===== src/rtl/inst_cache_pkg.sv =====
// Shared definitions for the instruction cache: FSM encoding, derived
// address-field widths and helpers that slice a fetch address into
// tag / index / word-select fields.
package inst_cache_pkg;

    typedef logic [0:0] cacheState_t;

    localparam cacheState_t ST_IDLE = 1'b0;
    localparam cacheState_t ST_FILL = 1'b1;

    // Byte-offset bits covered by one line (word select plus byte lanes).
    function automatic int offBits(input int lineWords);
        return $clog2(lineWords) + 2;
    endfunction

    // Index bits needed to address every line.
    function automatic int idxBits(input int numLines);
        return $clog2(numLines);
    endfunction

    // Whatever is left above offset and index is the tag.
    function automatic int tagBits(input int addrW, input int lineWords, input int numLines);
        return addrW - offBits(lineWords) - idxBits(numLines);
    endfunction

    // Generic field extractor; callers size-cast the result to the field width.
    function automatic logic [63:0] addrField(input logic [63:0] addr, input int lsb, input int width);
        return (addr >> lsb) & ((64'd1 << width) - 64'd1);
    endfunction

    function automatic logic [63:0] fieldIndex(input logic [63:0] addr, input int lineWords,
                                               input int numLines);
        return addrField(addr, offBits(lineWords), idxBits(numLines));
    endfunction

    function automatic logic [63:0] fieldTag(input logic [63:0] addr, input int addrW,
                                             input int lineWords, input int numLines);
        return addrField(addr, offBits(lineWords) + idxBits(numLines),
                         tagBits(addrW, lineWords, numLines));
    endfunction

    function automatic logic [63:0] fieldWord(input logic [63:0] addr, input int lineWords);
        return addrField(addr, 2, $clog2(lineWords));
    endfunction

endpackage


===== src/rtl/inst_cache_if.sv =====
// Fetch-port and memory-port signals of the instruction cache. The cache
// sits on the slave side; the CPU fetch stage and memory sit on the master side.
interface inst_cache_if #(
    parameter int ADDR_W = 32,
    parameter int DATA_W = 32
);
    logic              i_chipEnable;
    logic [ADDR_W-1:0] i_addr;
    logic              i_flush;
    logic [DATA_W-1:0] o_inst;
    logic              o_instValid;
    logic              o_stall;
    logic              o_memReq;
    logic [ADDR_W-1:0] o_memAddr;
    logic              i_memAck;
    logic [DATA_W-1:0] i_memData;

    modport slave (
        input  i_chipEnable, i_addr, i_flush, i_memAck, i_memData,
        output o_inst, o_instValid, o_stall, o_memReq, o_memAddr
    );

    modport master (
        output i_chipEnable, i_addr, i_flush, i_memAck, i_memData,
        input  o_inst, o_instValid, o_stall, o_memReq, o_memAddr
    );
endinterface


===== src/rtl/inst_cache_data_ram.sv =====
// Line data storage: one synchronous write port used by the line fill and
// one asynchronous read port so hits return in the same cycle.
module inst_cache_data_ram #(
    parameter int DATA_W     = 32,
    parameter int LINE_WORDS = 4,
    parameter int NUM_LINES  = 16
)(
    input  logic                         clk,
    input  logic                         we,
    input  logic [$clog2(NUM_LINES)-1:0] wrLine,
    input  logic [$clog2(LINE_WORDS)-1:0] wrWord,
    input  logic [DATA_W-1:0]            wrData,
    input  logic [$clog2(NUM_LINES)-1:0] rdLine,
    input  logic [$clog2(LINE_WORDS)-1:0] rdWord,
    output logic [DATA_W-1:0]            rdData
);
    localparam int DEPTH = NUM_LINES * LINE_WORDS;

    logic [DATA_W-1:0] mem [DEPTH];

    // Fill writes one word per accepted memory beat.
    always_ff @(posedge clk) begin
        if (we) begin
            mem[{wrLine, wrWord}] <= wrData;
        end
    end

    assign rdData = mem[{rdLine, rdWord}];

endmodule


===== src/rtl/inst_cache.sv =====
// Direct-mapped read-only instruction cache. Hits are answered
// combinationally; a miss stalls the fetch stage while a whole line is
// pulled from external memory one word per acknowledge.
module inst_cache
    import inst_cache_pkg::*;
#(
    parameter int ADDR_W     = 32,
    parameter int DATA_W     = 32,
    parameter int LINE_WORDS = 4,
    parameter int NUM_LINES  = 16
)(
    input  logic       clk,
    input  logic       rst,
    inst_cache_if.slave bus
);
    localparam int OFF    = offBits(LINE_WORDS);
    localparam int IDX    = idxBits(NUM_LINES);
    localparam int TAG_W  = tagBits(ADDR_W, LINE_WORDS, NUM_LINES);
    localparam int WSEL_W = OFF - 2;

    cacheState_t       stateReg;
    cacheState_t       stateNext;
    logic [ADDR_W-1:0] fillBaseReg;
    logic [WSEL_W-1:0] wcntReg;
    logic              abortReg;

    logic [NUM_LINES-1:0] validVec;
    logic [TAG_W-1:0]     tagMem [NUM_LINES];

    logic [IDX-1:0]    lookIdx;
    logic [TAG_W-1:0]  lookTag;
    logic [WSEL_W-1:0] lookWord;
    logic [IDX-1:0]    fillIdx;
    logic [TAG_W-1:0]  fillTag;
    logic [DATA_W-1:0] ramRdData;

    logic hit;
    logic startFill;
    logic ackFill;
    logic lastAck;

    // Field split of the live fetch address and of the latched fill address.
    assign lookIdx  = IDX'(fieldIndex(64'(bus.i_addr), LINE_WORDS, NUM_LINES));
    assign lookTag  = TAG_W'(fieldTag(64'(bus.i_addr), ADDR_W, LINE_WORDS, NUM_LINES));
    assign lookWord = WSEL_W'(fieldWord(64'(bus.i_addr), LINE_WORDS));
    assign fillIdx  = IDX'(fieldIndex(64'(fillBaseReg), LINE_WORDS, NUM_LINES));
    assign fillTag  = TAG_W'(fieldTag(64'(fillBaseReg), ADDR_W, LINE_WORDS, NUM_LINES));

    // Lookups only succeed while idle; during a fill the line being
    // written may already be marked valid from its previous occupant.
    assign hit       = validVec[lookIdx] && (tagMem[lookIdx] == lookTag) && (stateReg == ST_IDLE);
    assign startFill = (stateReg == ST_IDLE) && bus.i_chipEnable && !hit && !bus.i_flush;
    assign ackFill   = (stateReg == ST_FILL) && bus.i_memAck;
    assign lastAck   = ackFill && (wcntReg == '1);

    assign bus.o_instValid = bus.i_chipEnable && hit;
    assign bus.o_stall     = bus.i_chipEnable && !hit;
    assign bus.o_inst      = bus.o_instValid ? ramRdData : '0;
    assign bus.o_memReq    = (stateReg == ST_FILL);
    assign bus.o_memAddr   = (stateReg == ST_FILL) ? (fillBaseReg + ADDR_W'({wcntReg, 2'b00})) : '0;

    // Next-state logic: start on an unsuppressed miss, finish on the last beat.
    always_comb begin
        stateNext = stateReg;
        case (stateReg)
            ST_IDLE: if (startFill) stateNext = ST_FILL;
            ST_FILL: if (lastAck)   stateNext = ST_IDLE;
            default: stateNext = ST_IDLE;
        endcase
    end

    // Fill control registers: state, latched line base, beat counter, abort flag.
    always_ff @(posedge clk or negedge rst) begin
        if (!rst) begin
            stateReg    <= ST_IDLE;
            fillBaseReg <= '0;
            wcntReg     <= '0;
            abortReg    <= 1'b0;
        end else begin
            stateReg <= stateNext;
            if (startFill) begin
                fillBaseReg <= {lookTag, lookIdx, {OFF{1'b0}}};
                wcntReg     <= '0;
                abortReg    <= 1'b0;
            end else if (ackFill) begin
                wcntReg <= wcntReg + WSEL_W'(1);
            end
            if (stateReg == ST_FILL) begin
                if (lastAck) begin
                    abortReg <= 1'b0;
                end else if (bus.i_flush) begin
                    abortReg <= 1'b1;
                end
            end
        end
    end

    // Per-line valid bits: flush clears everything, a clean fill sets its line.
    generate
        for (genvar gi = 0; gi < NUM_LINES; gi++) begin : g_valid
            logic validBit;

            // A flush arriving together with the last beat still wins.
            always_ff @(posedge clk or negedge rst) begin
                if (!rst) begin
                    validBit <= 1'b0;
                end else if (bus.i_flush) begin
                    validBit <= 1'b0;
                end else if (lastAck && !abortReg && (fillIdx == IDX'(gi))) begin
                    validBit <= 1'b1;
                end
            end

            assign validVec[gi] = validBit;
        end
    endgenerate

    // Tag store is written once per fill; an aborted fill leaves valid clear.
    always_ff @(posedge clk) begin
        if (lastAck) begin
            tagMem[fillIdx] <= fillTag;
        end
    end

    inst_cache_data_ram #(
        .DATA_W     (DATA_W),
        .LINE_WORDS (LINE_WORDS),
        .NUM_LINES  (NUM_LINES)
    ) u_dataRam (
        .clk    (clk),
        .we     (ackFill),
        .wrLine (fillIdx),
        .wrWord (wcntReg),
        .wrData (bus.i_memData),
        .rdLine (lookIdx),
        .rdWord (lookWord),
        .rdData (ramRdData)
    );

endmodule


===== src/flat_wrapper.sv =====
// flat-port wrapper written by rule: the top's interface ports become plain ports
module inst_cache_flat import inst_cache_pkg::*;
#(
    parameter int ADDR_W     = 32,
    parameter int DATA_W     = 32,
    parameter int LINE_WORDS = 4,
    parameter int NUM_LINES  = 16
)
  (clk, rst, bus_i_chipEnable, bus_i_addr, bus_i_flush, bus_i_memAck, bus_i_memData, bus_o_inst, bus_o_instValid, bus_o_stall, bus_o_memReq, bus_o_memAddr);
  inst_cache_if #(.ADDR_W(ADDR_W), .DATA_W(DATA_W)) bus_i ();
  input  logic clk;
  input  logic rst;
  input wire logic [$bits(bus_i.i_chipEnable)-1:0] bus_i_chipEnable;
  input wire logic [$bits(bus_i.i_addr)-1:0] bus_i_addr;
  input wire logic [$bits(bus_i.i_flush)-1:0] bus_i_flush;
  input wire logic [$bits(bus_i.i_memAck)-1:0] bus_i_memAck;
  input wire logic [$bits(bus_i.i_memData)-1:0] bus_i_memData;
  output wire logic [$bits(bus_i.o_inst)-1:0] bus_o_inst;
  output wire logic [$bits(bus_i.o_instValid)-1:0] bus_o_instValid;
  output wire logic [$bits(bus_i.o_stall)-1:0] bus_o_stall;
  output wire logic [$bits(bus_i.o_memReq)-1:0] bus_o_memReq;
  output wire logic [$bits(bus_i.o_memAddr)-1:0] bus_o_memAddr;
  assign bus_i.i_chipEnable = bus_i_chipEnable;
  assign bus_i.i_addr = bus_i_addr;
  assign bus_i.i_flush = bus_i_flush;
  assign bus_i.i_memAck = bus_i_memAck;
  assign bus_i.i_memData = bus_i_memData;
  assign bus_o_inst = bus_i.o_inst;
  assign bus_o_instValid = bus_i.o_instValid;
  assign bus_o_stall = bus_i.o_stall;
  assign bus_o_memReq = bus_i.o_memReq;
  assign bus_o_memAddr = bus_i.o_memAddr;
  inst_cache #(.ADDR_W(ADDR_W), .DATA_W(DATA_W), .LINE_WORDS(LINE_WORDS), .NUM_LINES(NUM_LINES)) u_core (.clk(clk), .rst(rst), .bus(bus_i));
endmodule

===== config.mk =====
export PLATFORM = sky130hd
export DESIGN_NAME = inst_cache_flat
export DESIGN_NICKNAME = d
export VERILOG_FILES = /design/src/rtl/inst_cache_pkg.sv /design/src/rtl/inst_cache_if.sv /design/src/rtl/inst_cache_data_ram.sv /design/src/rtl/inst_cache.sv /design/src/flat_wrapper.sv
export SDC_FILE = /design/constraint.sdc
export NUM_CORES = 2
export LEC_CHECK = 0
export ABC_CLOCK_PERIOD_IN_PS = 7100
export CELL_PAD_IN_SITES_DETAIL_PLACEMENT = 1
export CELL_PAD_IN_SITES_GLOBAL_PLACEMENT = 1
export CORE_UTILIZATION = 45
export CTS_CLUSTER_SIZE = 14
export DETAILED_ROUTE_END_ITERATION = 10
export PLACE_DENSITY_LB_ADDON = 0.1
export SYNTH_ARGS = -nofsm -noshare
export SYNTH_HDL_FRONTEND = slang
export SYNTH_SLANG_ARGS = --single-unit

===== constraint.sdc =====
create_clock -name clk -period 7.1 [get_ports clk]
set_input_delay 2.13 -clock clk [delete_from_list [all_inputs] [get_ports clk]]
set_output_delay 2.13 -clock clk [all_outputs]
set_load 0.02 [all_outputs]

* Word level (Yosys, flattened, before mapping)
Memory sizes are Yosys's and may differ from the RTL's.
Cells that the tools add are included.
** Word-level totals
- Register bits after elaboration :: 48
- RAM bits :: 2432
- Input bits :: 69
- Output and inout bits :: 67
- Word-level logic and storage cells :: 139
- Memories kept :: 2
** Cells by class
- Add/sub/neg operators :: 2
- Order comparisons :: 1
- Eq/ne operators :: 17
- Muxes and demuxes :: 49
- Bitwise operators :: 1
- Reductions and logical operators :: 47
** Memory list
- u_core.u_dataRam.mem :: words 64, width 32, rd ports 1, clocked after Yosys merged registers in 0, wr ports 1, line inst_cache_data_ram.sv:19 : logic [DATA_W-1:0] mem [DEPTH];
- u_core.tagMem :: words 16, width 24, rd ports 1, clocked after Yosys merged registers in 0, wr ports 1, line inst_cache.sv:28 : logic [TAG_W-1:0] tagMem [NUM_LINES];
** Operator list (number)
- 2-to-1 mux 32 bit :: 2
- 2-to-1 mux 1 bit :: 43
- nonzero test 2 bit :: 17
- adder 32 x 4 -> 32 bit :: 1
- equality test 4 bit (second input constant) :: 8
- logical AND 1 bit :: 26
- equality test 24 bit :: 1
- equality test 4 x 3 -> 1 bit (second input constant) :: 4
- equality test 4 x 2 -> 1 bit (second input constant) :: 2
- less-than comparator 4 x 5 -> 1 bit (second input constant) :: 1
- binary-select mux 1 bit (select 4 bit) :: 1
- equality test 4 x 1 -> 1 bit (second input constant) :: 1
- logical NOT 4 bit :: 1
- 2-to-1 mux 2 bit :: 2
- logical NOT 1 bit :: 3
- adder 2 x 1 -> 2 bit (second input constant) :: 1
- equality test 2 bit (second input constant) :: 1
- one-hot mux 1 bit (2 select lines) :: 1
- inverter 1 bit :: 1

* Depth between registers and ports, before layout
- Depth after elaboration :: 11
- Mapped depth :: 14

* Cells and area by module
Synthesis repeated with hierarchy kept, for this count alone.
** Unflattened totals
- Cell total of the unflattened synthesis :: 4376
- Area total of the unflattened synthesis :: 96129.7 um^2
** By module, submodules not included
- inst_cache_data_ram :: times used 1, cells each 3292, area each 77874.7 um^2, seq. area each 61499.0 um^2
- inst_cache :: times used 1, cells each 1084, area each 18255.0 um^2, seq. area each 12732.2 um^2

* Least setup slack after synthesis
No wires, ideal clock.
- Kind :: input port to output port
- From :: input bus_i_addr[4]
- To :: output bus_o_inst[16]
- Arrival :: 4.944 ns
- Path slack :: 0.026 ns
- Cell stages on the path :: 10
- Path buffers :: 7
- Cells stage by stage :: buf_2 > buf_4 > buf_2 > buf_4 > buf_2 > buf_2 > buf_2 > mux4_2 > mux4_2 > nor2b_1
** Between the ends
- Longest elaborated chain between the ends :: 6
** RTL lines
- start: declaration :: line flat_wrapper.sv:14 : input wire logic [$bits(bus_i.i_addr)-1:0] bus_i_addr;
- memory (16 x 24 bit) or binary-select mux 1 bit (select 4 bit) (tied branches)
- equality test 24 bit or 2-to-1 mux 1 bit (tied branches) :: line inst_cache.sv:51 : assign hit = validVec[lookIdx] && (tagMem[lookIdx] == lookTag) && (stateReg == ST_IDLE);
- logical AND 1 bit (2 in series) :: line inst_cache.sv:51
- logical AND 1 bit :: line inst_cache.sv:56 : assign bus.o_instValid = bus.i_chipEnable && hit;
- 2-to-1 mux 32 bit (*) :: line inst_cache.sv:58 : assign bus.o_inst = bus.o_instValid ? ramRdData : '0;
- end: declaration :: line flat_wrapper.sv:18 : output wire logic [$bits(bus_i.o_inst)-1:0] bus_o_inst;
Mark *: on every way between the ends. The rest lies on a longest branch, timed or not. The select of a mux whose other input is x is not followed.

* Worst setup path in the final report
- From :: input bus_i_addr[4]
- To :: output bus_o_inst[23]
The elaborated chain is that of the path after synthesis.

==> impl_metrics.tcl <==
set metrics [dict create \
    status "finished, violations left" \
    violations "setup timing" \
    ys_seq_area_frac 0.7800 \
    wl_um 264800 \
    h-tree-depth 5 \
    grt_max_degree 65 \
    tightestPinTransition_ns 1.236 \
    layout_common_cells "edfxtp_1 (2432), mux4_2 (746), clkbuf_16 (289)" \
    ys_ff_latch 2480 \
    crit_path_start "bus_i_addr[4]" \
    final_util 0.5330 \
    instances_no_fill 7459 \
    grt_pass1_wl_um 366800 \
    drc 0 \
    via_count 44861 \
    max_stage_delay_ns 0.56 \
    synth_cell_types 51 \
    start_util 0.4536 \
    drt_iter0_drc 4835 \
    finalCriticalPeriod_ns 7.553 \
    clockBufferDepth 4 \
    timing.rr.start "u_core.bus.o_memReq" \
    syn-cell-area_mm2 0.09516 \
    final_common_cell "edfxtp_1" \
    clk_pin_slew_ns 0.06 \
    synth_ff_type "edfxtp_1" \
    rows 168 \
    coreArea_mm2 0.2098 \
    gr-total-overflow 0 \
    syn_inst 3918 \
    hpwl_um 151700 \
    areaGrowthSynthToFinish_pct 17.50 \
    p_switching_w 0.007789 \
    slowest_stage "mux4_2" \
    place_congestion 0.7672 \
    io_buffers 131 \
    synth_area_leaders "edfxtp_1 (77%), mux4_2 (18%), dfrtp_1 (1.3%)" \
    postCtsHoldBufs 0 \
    worstHoldPathType "flip-flop to flip-flop" \
    critPathKind "input port to output pin" \
    max_freq_ghz 0.1324 \
    async_flop_share 0.01935 \
    dieArea_mm2 0.2133 \
    synth_edf_count 2432 \
    vias_per_cell 6.014 \
    antenna_found_initial 32 \
    irDropWorstVdd_mv 0.2616 \
    slew_violations 0 \
    clock_sinks 2480 \
    ys_warn_count 0 \
    path_max_fanout 7 \
    holdWs_ns 0.4978 \
    num-fill-cells 17803 \
    worst_slew_margin_rel 0.1760 \
    rsz0062_at_grt "true" \
    reg2reg_depth 5 \
    cts-buffers-inserted 280 \
    hold_viol 0 \
    setup_ws_ns -0.4530 \
    clk_latency_ns 0.92 \
    die_w_um 461.9 \
    avgSynthCellArea_um2 24.29 \
    drtPass1Iterations 7 \
    yosysTopAreaCellShare 0.7674 \
    total_leakage_power_nw 35.25 \
    cts_root_buffer "clkbuf_16" \
    yosysTopAreaCell "edfxtp_1" \
    regToRegEndpoint "u_core.u_dataRam.mem[11][8]" \
    p_sw_frac 0.2323 \
    grt.total_usage 0.2510 \
    p_total_w 0.03353 \
    grt_pass1_vias 46605 \
    avgRoutedWirePerCell_um 35.50 \
    arrival_ns 5.42 \
    placed_cells 6956 \
    cpMostUsedCell "buf_6" \
    die_h_um 461.9 \
    fin_skew_ns 0.03992 \
    startpoint_type "input port" \
    internal-power_w 0.02574 \
    combPwrFrac 0.085 \
    cap_violations 0 \
    io_pins 136 \
    drive_gt1_frac 0.3552 \
    worstPathRequired_ns 4.97 \
    crit_chain "buf_12, mux4_2, mux4_2, xnor2_2, nand4_1, buf_4, nor4_4, nand4_1, buf_6, or2_4, buf_6, nor2b_4, buf_6, buf_12" \
    crit_path_end_kind "output pin" \
    pwr-share-clk 0.398 \
    ant_nets 0 \
    tritoncts "yes" \
    fin_nets 4524 \
    finalCritPeriodShare 1.064 \
    power_density_mw_per_mm2 299.9 \
    cp-endpoint "bus_o_inst[23]" \
    ff2ff_setup_slack_ns 2.87 \
    setup_viol_count_final 34 \
    seq_power_share 0.517 \
]
## metrics by stage
| step | cell area [um2] | worst slack (ns) | TNS (ns) |
|---|---|---|---|
| after detailed placement | 103000 | -0.9416 | -25.07 |
| after CTS | 111600 | -0.5707 | -15.02 |
| after global routing | 111800 | -0.5419 | -16.18 |
| final | 111800 | -0.4530 | -13.53 |
| after global placement | 103000 | -0.9626 | -26.64 |
| after floorplan | 95170 | 0.02606 | 0 |
## timing repair
action,CTS,global route
setup endpoints to repair,34,34
resized for setup,108,42
cloned,1,0
pin swaps,9,8
hold endpoints to repair,0,0
setup buffers,16,6
## sequential cells by signal, summed over array words and instances (netlist names)
register                 cells
u_core.abortReg              1
u_core.bus.o_memReq          1
u_core.fillBaseReg          28
u_core.g_valid.validBit     16
u_core.tagMem              384
u_core.u_dataRam.mem      2048
u_core.wcntReg               2
## Yosys cell counts, types with 2 or more instances
library cell  instances
nor3_1                4
and3b_1               2
or3_1                 2
dfrtp_1              48
a21o_1                3
or2_2                 3
inv_1                 3
nor2_1              110
buf_2                37
a2111oi_2             2
a22oi_1              13
a221oi_1             10
buf_1                 7
nand2_1              29
xnor2_1              18
edfxtp_1           2432
xor2_1               25
nand2b_1              2
buf_4                10
o21ai_0               4
nor2b_1              42
mux2_1                4
a211oi_1              3
mux2_2               31
and2_1               38
a22o_1                7
a31oi_1               3
nand3_1              14
clkbuf_1            152
a21oi_1              23
nand4_1               5
nor3b_1               2
nor4_1                2
a32oi_1               2
mux2i_1              65
mux4_2              746
## area by class of cell
class	count	area, um2	area share
Clock buffer	359	7535	0.06739
Timing Repair Buffer	459	4838	0.04327
Clock inverter	111	715.7	0.006401
Sequential cell	2480	74230	0.6639
Antenna cell	12	30.03	0.0002686
Tap cell	2805	3510	0.03139
Inverter	4	17.52	0.0001567
Multi-Input combinational cell	1229	20940	0.1873
## how the worst min path moves through the flow
| stage | from | end | cells after the start |
|---|---|---|---|
| 2_1_floorplan | u_core.g_valid[11].validBit | u_core.g_valid[11].validBit | 2 |
| 3_3_place_gp | u_core.g_valid[12].validBit | u_core.g_valid[12].validBit | 2 |
| 3_5_place_dp | u_core.g_valid[1].validBit | u_core.g_valid[1].validBit | 2 |
| 4_1_cts | u_core.g_valid[1].validBit | u_core.g_valid[1].validBit | 2 |
| 5_1_grt | u_core.g_valid[13].validBit | u_core.g_valid[13].validBit | 2 |
| 6_report | u_core.g_valid[8].validBit | u_core.g_valid[8].validBit | 2 |
## power by group through the flow
stage | combinational [W] | sequential, W | clock, W
finish | 0.00286 | 0.0173 | 0.0133
global route | 0.00301 | 0.0174 | 0.0141
CTS | 0.00290 | 0.0173 | 0.0136
detailed placement | 0.00287 | 0.0176 | 0
global placement | 0.00283 | 0.0176 | 0
floorplan | 0.00142 | 0.0174 | 0
## cells by family after synthesis
kind of cell | synth area share
DFF | 0.7800
muxes | 0.1875
and+or+nand+nor | 0.01328
buffers and inverters | 0.009282
AOI/OAI and AO/OA | 0.005746
xor gates and xnor gates | 0.003957
adders and majority gates | 0.0001315
other | 0.00003941
## layer usage
layer | GRT usage | share of wire | up-vias | wire length [um]
li1 | - | - | 17961 | -
met1 | 0.3521 | 0.42 | 25020 | 110300
met2 | 0.4139 | 0.50 | 1510 | 132100
met3 | 0.03796 | 0.062 | 366 | 16310
met4 | 0.06466 | 0.023 | 4 | 5959
met5 | 0 | 0.00012 | - | 31
## worst max-delay path, delay by kind of cell
family / cells / cell delay (ns)
multiplexers: 2 / 1.08
buffers and inverters: 6 / 0.94
AND/OR/NAND/NOR: 5 / 1.09
XOR/XNOR: 1 / 0.15
Note: power is estimated with default switching activity, not from simulation.
